**config.mk**
```make
export PLATFORM = sky130hd
export DESIGN_NAME = alu_op_issue
export DESIGN_NICKNAME = d
export VERILOG_FILES = /design/src/rtl/alu_op_issue.sv
export SDC_FILE = /design/constraint.sdc
export NUM_CORES = 1
export LEC_CHECK = 0
export BUFFER_PORTS_ARGS = -buffer_cell sky130_fd_sc_hd__buf_2
export CELL_PAD_IN_SITES_DETAIL_PLACEMENT = 1
export CELL_PAD_IN_SITES_GLOBAL_PLACEMENT = 1
export CORE_AREA = 3 3 41 70
export CTS_BUF_LIST = sky130_fd_sc_hd__clkbuf_8
export CTS_CLUSTER_DIAMETER = 40
export DETAILED_ROUTE_END_ITERATION = 8
export DIE_AREA = 0 0 44 73
export GPL_TIMING_DRIVEN = 0
export PLACE_DENSITY = 0.75
export SETUP_SLACK_MARGIN = 0.15
export SLEW_MARGIN = 20
export SYNTH_ARGS = -nofsm -noshare
export SYNTH_HDL_FRONTEND = slang
export SYNTH_SLANG_ARGS = --single-unit
export TNS_END_PERCENT = 100
```
**constraint.sdc**
```tcl
create_clock -name clk -period 4.1 [get_ports clk]
set_input_delay 1.23 -clock clk [delete_from_list [all_inputs] [get_ports clk]]
set_output_delay 1.23 -clock clk [all_outputs]
set_load 0.01 [all_outputs]
```
**src/rtl/alu_op_issue.sv**
```systemverilog
// alu_op_issue
// Producer end of the 4-bit ALU operation interface. The block decodes the main-control
// ALU class plus funct3/funct7[5] into an ALU opcode, a branch-polarity flag and an
// illegal flag. It hands each decoded entry to EX over a valid/ready handshake, backed
// by a head register and a skid register.
//
// Ports:
//   clk         rising-edge clock
//   reset       synchronous, active-high reset (clears valids and data)
//   flush       discards every buffered entry (valids only)
//   id_valid    ID offers an entry this cycle
//   id_ready    block can take an entry (registered: !skid_valid)
//   alu_class   00 load/store, 01 branch, 10 R-type, 11 I-type arithmetic
//   funct3      instruction funct3
//   funct7_5    instruction bit 30
//   ex_ready    EX accepts the head entry
//   ex_valid    head entry valid
//   ex_aluop    ALU opcode of the head entry
//   ex_br_inv   branch taken when (zero ^ ex_br_inv)
//   ex_illegal  head entry has an illegal encoding
module alu_op_issue #(
    parameter bit ADD_ON_ILLEGAL = 1'b1
) (
    input  logic       clk,
    input  logic       reset,
    input  logic       flush,
    input  logic       id_valid,
    output logic       id_ready,
    input  logic [1:0] alu_class,
    input  logic [2:0] funct3,
    input  logic       funct7_5,
    input  logic       ex_ready,
    output logic       ex_valid,
    output logic [3:0] ex_aluop,
    output logic       ex_br_inv,
    output logic       ex_illegal
);
    localparam logic [3:0] OP_AND  = 4'b0000;
    localparam logic [3:0] OP_OR   = 4'b0001;
    localparam logic [3:0] OP_ADD  = 4'b0010;
    localparam logic [3:0] OP_XOR  = 4'b0011;
    localparam logic [3:0] OP_SLL  = 4'b0100;
    localparam logic [3:0] OP_SRL  = 4'b0101;
    localparam logic [3:0] OP_SUB  = 4'b0110;
    localparam logic [3:0] OP_SLT  = 4'b0111;
    localparam logic [3:0] OP_SLTU = 4'b1000;
    localparam logic [3:0] OP_SRA  = 4'b1001;
    localparam logic [3:0] OP_ILLEGAL = ADD_ON_ILLEGAL ? OP_ADD : OP_AND;

    typedef struct packed {
        logic [3:0] aluop;
        logic       br_inv;
        logic       illegal;
    } entry_t;

    logic [3:0] dec_op;
    logic       dec_inv;
    logic       dec_ill;
    entry_t     dec_entry;

    entry_t head_reg;
    entry_t skid_reg;
    logic   head_valid_reg;
    logic   skid_valid_reg;

    logic accept;
    logic issue;

    always_comb begin
        dec_op  = OP_ADD;
        dec_inv = 1'b0;
        dec_ill = 1'b0;
        case (alu_class)
            2'b00: dec_op = OP_ADD;
            2'b01: begin
                // Branches compare with sub/slt/sltu; br_inv selects the polarity
                // of the zero flag that means "taken".
                case (funct3)
                    3'b000:  dec_op = OP_SUB;
                    3'b001: begin
                        dec_op  = OP_SUB;
                        dec_inv = 1'b1;
                    end
                    3'b100: begin
                        dec_op  = OP_SLT;
                        dec_inv = 1'b1;
                    end
                    3'b101:  dec_op = OP_SLT;
                    3'b110: begin
                        dec_op  = OP_SLTU;
                        dec_inv = 1'b1;
                    end
                    3'b111:  dec_op = OP_SLTU;
                    default: dec_ill = 1'b1;
                endcase
            end
            default: begin
                // R-type (10) and I-type (11) share the funct3 map. In I-type,
                // bit 30 is an immediate bit except for the shift encodings.
                case (funct3)
                    3'b000:  dec_op = (funct7_5 && !alu_class[0]) ? OP_SUB : OP_ADD;
                    3'b001:  dec_op = OP_SLL;
                    3'b010:  dec_op = OP_SLT;
                    3'b011:  dec_op = OP_SLTU;
                    3'b100:  dec_op = OP_XOR;
                    3'b101:  dec_op = funct7_5 ? OP_SRA : OP_SRL;
                    3'b110:  dec_op = OP_OR;
                    default: dec_op = OP_AND;
                endcase
                if (funct7_5) begin
                    if (!alu_class[0]) begin
                        dec_ill = (funct3 != 3'b000) && (funct3 != 3'b101);
                    end else begin
                        dec_ill = (funct3 == 3'b001);
                    end
                end
            end
        endcase
        if (dec_ill) begin
            dec_op  = OP_ILLEGAL;
            dec_inv = 1'b0;
        end
    end

    assign dec_entry = '{aluop: dec_op, br_inv: dec_inv, illegal: dec_ill};

    assign accept = id_valid && !skid_valid_reg;
    assign issue  = head_valid_reg && ex_ready;

    always_ff @(posedge clk) begin
        if (reset) begin
            head_reg       <= '0;
            skid_reg       <= '0;
            head_valid_reg <= 1'b0;
            skid_valid_reg <= 1'b0;
        end else if (flush) begin
            head_valid_reg <= 1'b0;
            skid_valid_reg <= 1'b0;
        end else if (!head_valid_reg || issue) begin
            // Head is free this edge: the older skid entry goes first. id_ready is
            // low while skid is occupied, so no accept can collide with it.
            if (skid_valid_reg) begin
                head_reg       <= skid_reg;
                head_valid_reg <= 1'b1;
            end else begin
                head_valid_reg <= accept;
                if (accept) begin
                    head_reg <= dec_entry;
                end
            end
            skid_valid_reg <= 1'b0;
        end else if (accept) begin
            // Head stalled: park the new entry so ID does not need to hold it.
            skid_reg       <= dec_entry;
            skid_valid_reg <= 1'b1;
        end
    end

    assign id_ready   = !skid_valid_reg;
    assign ex_valid   = head_valid_reg;
    assign ex_aluop   = head_reg.aluop;
    assign ex_br_inv  = head_reg.br_inv;
    assign ex_illegal = head_reg.illegal;
endmodule
```
==> run metrics <==
Cell Rows 23; Switching Share approximately 25%; Synth Instances about 110; Antenna Cells 0; Core Area 2360 µm²; NetSw approximately 0.084 mW; YS warnings 0; CTS tree yes; final setup violation count 0; Worst-Skew Late Latency 240 ps; max reg flops 6; share of the clock period used by the worst path 57.6%; status finished, final reports clean; Setup Skew roughly 3.6 ps; crit path DAT between 2000 and 3000 ps; total power 0.331 mW; postcts setup bufs 0; Slew Viols, Final 0; post-route minimum period approximately 2400 ps; share of cells above drive strength 1 between 20% and 30%; number of global-route vias before repair roughly 940; synthesis-to-layout area growth 21.1%; sequential share of power a little over two fifths; GR peak layer met2; Combinational Power Share 15.9%; grt met2 use a little under a third; ratio of total power to cell area 336 nW/µm²; io pins 19; Total GRT Usage 16.4%; Synth area leader dfxtp_1; Slew @ Worst Pin about 840 ps; Slew Limit Headroom 43.5%; hold violation count in the final report 0; NumNets Final roughly 140; CTS HTree Levels 1; WP data required around 4300 ps; Die Height about 73 µm; met1 Usage GRT roughly 17%; largest net degree at the start of global routing 11; Routed WL between 2 and 2.5 mm; min-delay worst type reg -> reg; 1st-iter DRT viols 25; GPL Wtd Cong slightly above 0.8; setup TNS 0 ps; clock sink count 14; CTS max path bufs 2; initial antenna violation count 0; Post-Syn Area a little over 800 µm²; RSZ-0062 raised after global routing no; port buffer count 17; DPL Wire Length ~1.9 mm; Via Count roughly 890; GR Layer Usage met3 0.741%; DR DRC count 0; net count after synthesis 120; Inserted Clock Buffers 3; DRT antenna net count 0; nature of the critical path endpoint register; Initial Util about a third; Reg clk slew, reported paths ~60 ps; first-pass iteration count of the detailed router 4; die width between 40 and 50 µm; kind of start point of the critical path primary input; Max IR drop VDD approximately 190 µV; flops & latches, synth 14; post-cts sizing count 0; global-route wire length before repair about 4 mm; Fillers between 300 and 400; CP Max Fanout 7; hold buffer count at cts 0; P_int between 0.2 and 0.25 mW; Leak ~0.40 nW; root buf cell clkbuf_8; multi-input logic area about 480 µm²; synthesized area per cell between 7 and 8 µm²; Yosys top cell area share 34.5%; grt ovf 0; maximum clock rate 424 MHz; Synth area leaders dfxtp_1 (34%), nor2_1 (7.4%), a21oi_1 (6.2%); Max-Cap Viols 0; register area about 280 µm²; crit path kind in -> reg; die area 3210 µm²; synth unique cells 35; WL/cell about 15 µm; sequential area share after synthesis 34.5%; clock power share about 41%; vias per inst 5.72
-- through the flow --
stage / setup slack [ps] / util [%] / area (µm²) / hold slack, ps / instances
6_report: 1740 / 41.7 / 985 / 455 / 155
3_5_place_dp: 1490 / 39.4 / 930 / 455 / 151
5_1_grt: 1600 / 41.7 / 985 / 491 / 155
2_1_floorplan: 1790 / - / 813 / 437 / 109
4_1_cts: 1740 / 41.7 / 985 / 464 / 155
3_3_place_gp: 1510 / 39.4 / 930 / 442 / 151
-- synth_stat cells --
library cell and count:
clkbuf_1 1, nor4bb_1 1, nand4_1 1, buf_2 4, nor3_1 8, dfxtp_1 14, o21ai_0 6, a2111oi_0 2
o22ai_1 1, mux2i_1 1, nand2_1 9, a32oi_1 1, o21ai_1 1, nor4_1 1, nor2b_4 1, a211oi_1 4
or3_1 2, buf_4 2, a21oi_1 10, or2b_2 1, nand3_1 1, nor2_1 16, nor3b_1 1, o311ai_1 1
o21a_1 2, o21bai_1 1, inv_1 4, and3_2 1, and3_1 2, and4b_1 1, nand2b_1 3, nand3b_1 1
nor2b_1 2, o31ai_1 1, a2111oi_1 1
-- layout make-up --
cell class              instances  area share, %
inverters                       4           1.52
multi-input cells              84           48.7
flip-flops and latches         14           28.5
repair buffers                 17           8.64
well taps                      25           3.18
clock buffers                   4           5.59
plain buffers                   7           3.94
-- critical path, cell delays in order --
cell      delay [ps]
buf_2            110
nor2b_4           50
nor3_1           680
o21ai_1          150
o21bai_1         200
a21oi_1          120
-- routing by layer --
layer	share of wire (%)	wire [µm]
met1	40	938
met3	2.1	49
met4	2.6	61
met5	0	0
met2	56	1320
-- layout by cell type (no fill, tap or decap), drive strengths merged --
master	netlist	routed
a2111oi	3	3
nor4	1	1
o21bai	1	1
or3	2	2
nor3b	1	1
buf	6	23
and4b	1	1
o311ai	1	1
mux2i	1	1
o22ai	1	1
dfxtp	14	14
or2b	1	1
nand3b	1	1
inv	4	4
nand2b	3	3
clkbuf	1	5
a211oi	4	4
o31ai	1	1
nand3	1	1
nand2	9	9
o21a	2	2
nor3	8	8
nor2b	3	3
and3	3	3
a32oi	1	1
nor2	16	16
nand4	1	1
a21oi	10	10
nor4bb	1	1
o21ai	7	7
-- power by group through the flow --
stage          sequential (mW)  clock, mW  combinational (mW)
2_1_floorplan            0.147          0              0.0303
3_3_place_gp             0.145          0              0.0506
3_5_place_dp             0.145          0              0.0528
4_1_cts                  0.142      0.137              0.0533
5_1_grt                  0.143      0.146              0.0591
6_report                 0.142      0.135              0.0527
-- path summary, 6_finish.rpt --
kind / start / to / slack, ps / cells after the start
worst max-delay path: ex_ready / ex_aluop[3] / 1740 / 6
worst min-delay path: ex_illegal / ex_illegal / 450 / 2
worst max register to register: ex_valid / ex_aluop[3] / 2430 / 5
worst min register to register: ex_illegal / ex_illegal / 450 / 2
-- kinds of logic (layout without fill, tap and decap cells) --
family | count (synthesis) | in the layout | synth area share, %
AND/OR/NAND/NOR | 52 | 52 | 33.5
buffers and inverters | 11 | 32 | 6.61
multiplexers | 1 | 1 | 1.23
AO/OA/AOI/OAI | 31 | 31 | 24.2
flip-flops | 14 | 14 | 34.5
No activity file was read; power rests on OpenSTA's default activity.
